==> config.mk <==
export PLATFORM = sky130hd
export DESIGN_NAME = float_decoder_flat
export DESIGN_NICKNAME = d
export VERILOG_FILES = /design/src/rtl/float_pkg.sv /design/src/rtl/float_decoder_if.sv /design/src/rtl/float_decoder.sv /design/src/flat_wrapper.sv
export SDC_FILE = /design/constraint.sdc
export NUM_CORES = 1
export LEC_CHECK = 0
export BUFFER_PORTS_ARGS = -buffer_cell sky130_fd_sc_hd__buf_2
export CAP_MARGIN = 10
export CORE_MARGIN = 10
export CORE_UTILIZATION = 56
export DETAILED_ROUTE_END_ITERATION = 16
export GPL_TIMING_DRIVEN = 0
export PLACE_DENSITY = 0.89
export SYNTH_ARGS = -nofsm -noshare
export SYNTH_HDL_FRONTEND = slang
export SYNTH_SLANG_ARGS = --single-unit
==> constraint.sdc <==
create_clock -name clk -period 2.1 [get_ports clk]
set_input_delay 0.21 -clock clk [delete_from_list [all_inputs] [get_ports clk]]
set_output_delay 0.21 -clock clk [all_outputs]
set_load 0.02 [all_outputs]
==> src/rtl/float_pkg.sv <==
// Shared definitions for the compressed float format (sign, exponent, significand)
// and the linear expansion used by the decoder, the encoder and their benches.
package float_pkg;

  localparam int EXP_W   = 3;
  localparam int SIG_W   = 4;
  // Wide enough for F shifted by the largest exponent, plus a sign bit.
  localparam int OUT_W   = 12;
  localparam int MAX_MAG = 1920;

  typedef enum logic [1:0] {
    IDLE  = 2'd0,
    SHIFT = 2'd1,
    FIX   = 2'd2,
    DONE  = 2'd3
  } state_t;

  typedef struct packed {
    logic             sign;
    logic [EXP_W-1:0] exponent;
    logic [SIG_W-1:0] significand;
  } float_word_t;

endpackage

==> src/rtl/float_decoder_if.sv <==
// Input word and output result handshakes of the float decoder.
interface float_decoder_if;
  import float_pkg::*;

  logic             in_valid;
  logic             in_ready;
  logic             sign;
  logic [EXP_W-1:0] exponent;
  logic [SIG_W-1:0] significand;
  logic             out_valid;
  logic             out_ready;
  logic [OUT_W-1:0] D;

  modport master (
    output in_valid, sign, exponent, significand, out_ready,
    input  in_ready, out_valid, D
  );

  modport slave (
    input  in_valid, sign, exponent, significand, out_ready,
    output in_ready, out_valid, D
  );

endinterface

==> src/rtl/float_decoder.sv <==
// Expands a compressed float word to a two's-complement linear value by shifting
// the significand left once per exponent count, then applying the sign.
//
// state | meaning
// IDLE  | waiting for a word, in_ready high
// SHIFT | acc shifted left while cnt counts down to zero
// FIX   | sign applied, result registered into D
// DONE  | result held with out_valid until out_ready
module float_decoder
  import float_pkg::*;
(
  input logic         clk,
  input logic         rst_n,
  float_decoder_if.slave bus
);

  state_t           state;
  logic [OUT_W-1:0] acc;
  logic [EXP_W-1:0] cnt;
  logic             sign_q;
  logic [OUT_W-1:0] d_q;
  float_word_t      word;

  assign word          = '{sign: bus.sign, exponent: bus.exponent, significand: bus.significand};
  assign bus.in_ready  = (state == IDLE);
  assign bus.out_valid = (state == DONE);
  assign bus.D         = d_q;

  always_ff @(posedge clk or negedge rst_n) begin
    if (!rst_n) begin
      state  <= IDLE;
      acc    <= '0;
      cnt    <= '0;
      sign_q <= 1'b0;
      d_q    <= '0;
    end else begin
      case (state)
        IDLE: begin
          if (bus.in_valid) begin
            acc    <= {{(OUT_W-SIG_W){1'b0}}, word.significand};
            cnt    <= word.exponent;
            sign_q <= word.sign;
            state  <= SHIFT;
          end
        end
        SHIFT: begin
          if (cnt == '0) begin
            state <= FIX;
          end else begin
            acc <= acc << 1;
            cnt <= cnt - EXP_W'(1);
          end
        end
        FIX: begin
          // Negating zero yields zero, so a negative-zero word decodes to 0.
          d_q   <= sign_q ? -acc : acc;
          state <= DONE;
        end
        DONE: begin
          if (bus.out_ready) state <= IDLE;
        end
        default: state <= IDLE;
      endcase
    end
  end

endmodule

==> src/flat_wrapper.sv <==
// flat-port wrapper written by rule: the top's interface ports become plain ports
module float_decoder_flat import float_pkg::*;
  (clk, rst_n, bus_in_valid, bus_sign, bus_exponent, bus_significand, bus_out_ready, bus_in_ready, bus_out_valid, bus_D);
  float_decoder_if bus_i ();
  input logic clk;
  input logic rst_n;
  input wire logic [$bits(bus_i.in_valid)-1:0] bus_in_valid;
  input wire logic [$bits(bus_i.sign)-1:0] bus_sign;
  input wire logic [$bits(bus_i.exponent)-1:0] bus_exponent;
  input wire logic [$bits(bus_i.significand)-1:0] bus_significand;
  input wire logic [$bits(bus_i.out_ready)-1:0] bus_out_ready;
  output wire logic [$bits(bus_i.in_ready)-1:0] bus_in_ready;
  output wire logic [$bits(bus_i.out_valid)-1:0] bus_out_valid;
  output wire logic [$bits(bus_i.D)-1:0] bus_D;
  assign bus_i.in_valid = bus_in_valid;
  assign bus_i.sign = bus_sign;
  assign bus_i.exponent = bus_exponent;
  assign bus_i.significand = bus_significand;
  assign bus_i.out_ready = bus_out_ready;
  assign bus_in_ready = bus_i.in_ready;
  assign bus_out_valid = bus_i.out_valid;
  assign bus_D = bus_i.D;
  float_decoder u_core (.clk(clk), .rst_n(rst_n), .bus(bus_i));
endmodule
==> metrics.yaml <==
pwr:
  leakagePower_nw: 0.912
  peakVddDrop_mv: 0.944
  powerDensity_nw_per_um2: 1550
  p_total_mw: 3.08
detailed_routing:
  routedWlPerCell_um: 15.0
  routed_via_density: 5.89
  ant_nets: 0
  firstDrtPassIters: 4
  drc: 0
  vias: 1443
  routed_wl_um: 3670
  first_iter_violations: 150
global_routing:
  track_usage_pct: 13.8
  overflow: 0
  grt_max_degree: 31
  antenna_found_initial: 0
  grt_pass1_vias: 1351
  grt_pass1_wl_um: 6160
cts:
  cts_buffers: 5
  path_clk_slew_ns: 0.09
  cts_setup_buffers: 0
  cts_buffer_depth: 2
  cts-htree-levels: 2
  clock_latency_ns: 0.34
  cts.sinks: 30
  cts-root-buf: "clkbuf_4"
  cts_tree: "done"
logic_synthesis:
  ys_seq_area_share_pct: 43.1
  synth_cell_types: 38
  syn_area_um2: 1740
  yosys.area.top_type_share_pct: 43.1
  synthCells: 178
  yosys.area.top_type: "dfrtp_1"
  avgSynthCellArea_um2: 9.78
  synth_warnings: 0
  synth_fp_nets: 197
  synth-seq-cells: 30
  yosys-top-cells-area: "dfrtp_1 43%, mux2i_1 5.8%, ha_1 5.0%"
floorplan:
  row_count: 20
  ios: 26
  die_height_um: 75.8
  start_util_pct: 58.0
  fp.dieW_um: 75.8
  die_area_um2: 5740
  core_um2: 3000
final_layout:
  final_cell_mix: "30 x dfrtp_1, 27 x buf_2, 13 x inv_1, 13 x nand2_1"
  antennaDiodeCount: 0
  layout.cells.most_common: "dfrtp_1"
  utilization_pct: 66.1
  syn_to_final_growth_pct: 14.1
  nNetsFinal: 230
  drive_above_1_share_pct: 23.1
setup_path:
  ff2ff_path_depth: 6
  cp.required_ns: 2.35
  arrival_ns: 2.15
  endpoint_kind: "flip-flop"
  criticalPathCategory: "flip-flop to flip-flop"
  path_max_fanout: 10
  start_kind: "flip-flop"
sta:
  fmax_mhz: 525
  period_needed_ns: 1.90
  drv_slew: 0
  slew_headroom_pct: 55.5
  setup_viol: 0
  skew_ns: 0.00915
  tightestPinTransition_ns: 0.662
  tns_ns: 0
  hold_viol: 0
  timing.final.crit_share_pct: 90.6
  rsz0062_at_grt: "false"
hold_path:
  min_delay_path_depth: 2
  worstHoldPathType: "primary input to flip-flop"
place:
  gp_congestion: 0.806
  port_buffers: 25
  dp_hpwl_um: 2790
flow_run:
  maxCapViolations: 0
outcome:
  status: "complete, no violations"
-- cells by family (layout without fill, tap and decap cells) --
| kind of cell | count (synthesis) | in the layout | synth area share, % |
|---|---|---|---|
| simple gates | 59 | 59 | 19.3 |
| compound gates | 36 | 36 | 14.6 |
| mux | 17 | 17 | 10.3 |
| buf+inv | 26 | 60 | 6.18 |
| flops | 30 | 30 | 43.1 |
| xor+xnor | 3 | 3 | 1.51 |
| fa+ha+maj | 7 | 7 | 5.03 |
-- power breakdown --
group          internal (mW)  switching, mW  leakage [nW]
Sequential             0.806          0.162         0.375
Combinational          0.728           1.03         0.502
Clock                  0.162          0.197        0.0353
Total                   1.70           1.38         0.912
-- per-stage QoR --
stage | cells | hold slack [ns] | setup slack [ns] | area (um^2)
after floorplan | 178 | -0.0856 | 0.222 | 1740
after global placement | 236 | 0.269 | 0.156 | 1910
after detailed placement | 236 | 0.275 | 0.123 | 1910
after CTS | 245 | 0.0939 | 0.116 | 1980
after global routing | 245 | 0.0791 | 0.0189 | 1990
final | 245 | 0.0968 | 0.197 | 1990
-- sequential cells by signal, summed over array words and instances, names as in the netlist --
signal         cells
u_core.acc        12
u_core.bus.D      12
u_core.cnt         3
u_core.sign_q      1
u_core.state       2
-- cell usage after synthesis, drive strengths merged --
library cell  instances
nand2                13
o221a                 2
o211ai                2
a2111o                1
nor4                  3
nand2b                1
or4                   1
clkbuf                9
nand4b                2
o31ai                 7
nor2                  8
a222oi                1
a31oi                 6
nor3b                 1
o32a                  1
and3                  2
o2111ai               1
inv                  13
a21oi                 2
a2111oi               2
or3                   4
and3b                 3
a221oi                1
mux2                  7
dfrtp                30
nor3                  2
ha                    7
nor2b                 7
mux2i                10
nand3b                3
o21ai                10
buf                   4
nand4                 6
xnor2                 3
nand3                 3
-- layout make-up --
class                      instances  area, um^2
inverter                          13        48.8
timing repair buffer              26         135
clock buffer                       7        55.1
sequential                        30         751
buffer                            13        62.6
multi-input combinational        122         887
tap                               33        41.3
fill                             247        1020
clock inverter                     1        5.00
-- worst paths after layout --
path	start	to	slack (ns)
max	u_core.state[0]	u_core.acc[6]	0.20
min	bus_sign	u_core.sign_q	0.1
max reg2reg	u_core.state[0]	u_core.acc[6]	0.20
min reg2reg	u_core.bus.D[0]	u_core.bus.D[0]	0.51
max in group asynchronous	rst_n	u_core.bus.D[7]	1.26
min in group asynchronous	rst_n	u_core.bus.D[5]	0.42
-- timing repair --
action / 4_1_cts / 5_1_grt
endpoints found under the setup margin: 0 / 10
hold endpoints to repair: 30 / 0
resized for setup: 0 / 6
hold buffers: 1 / 0
-- worst max-delay path, cell delays in order (launching register included) --
cell and delay, ns:
dfrtp_1 0.41, inv_1 0.10, ha_1 0.32, mux2i_1 0.48, clkbuf_2 0.30, o21ai_0 0.11
o31ai_1 0.08
-- layer usage --
metal | wire [um] | track usage (%) | vias to the layer above
met5 | 0 | 0 | -
met4 | 64 | 5.57 | 0
met3 | 305 | 4.17 | 7
met2 | 1710 | 22.0 | 50
met1 | 1590 | 17.1 | 666
li1 | - | - | 720
Power figures use the tool's default switching activity.
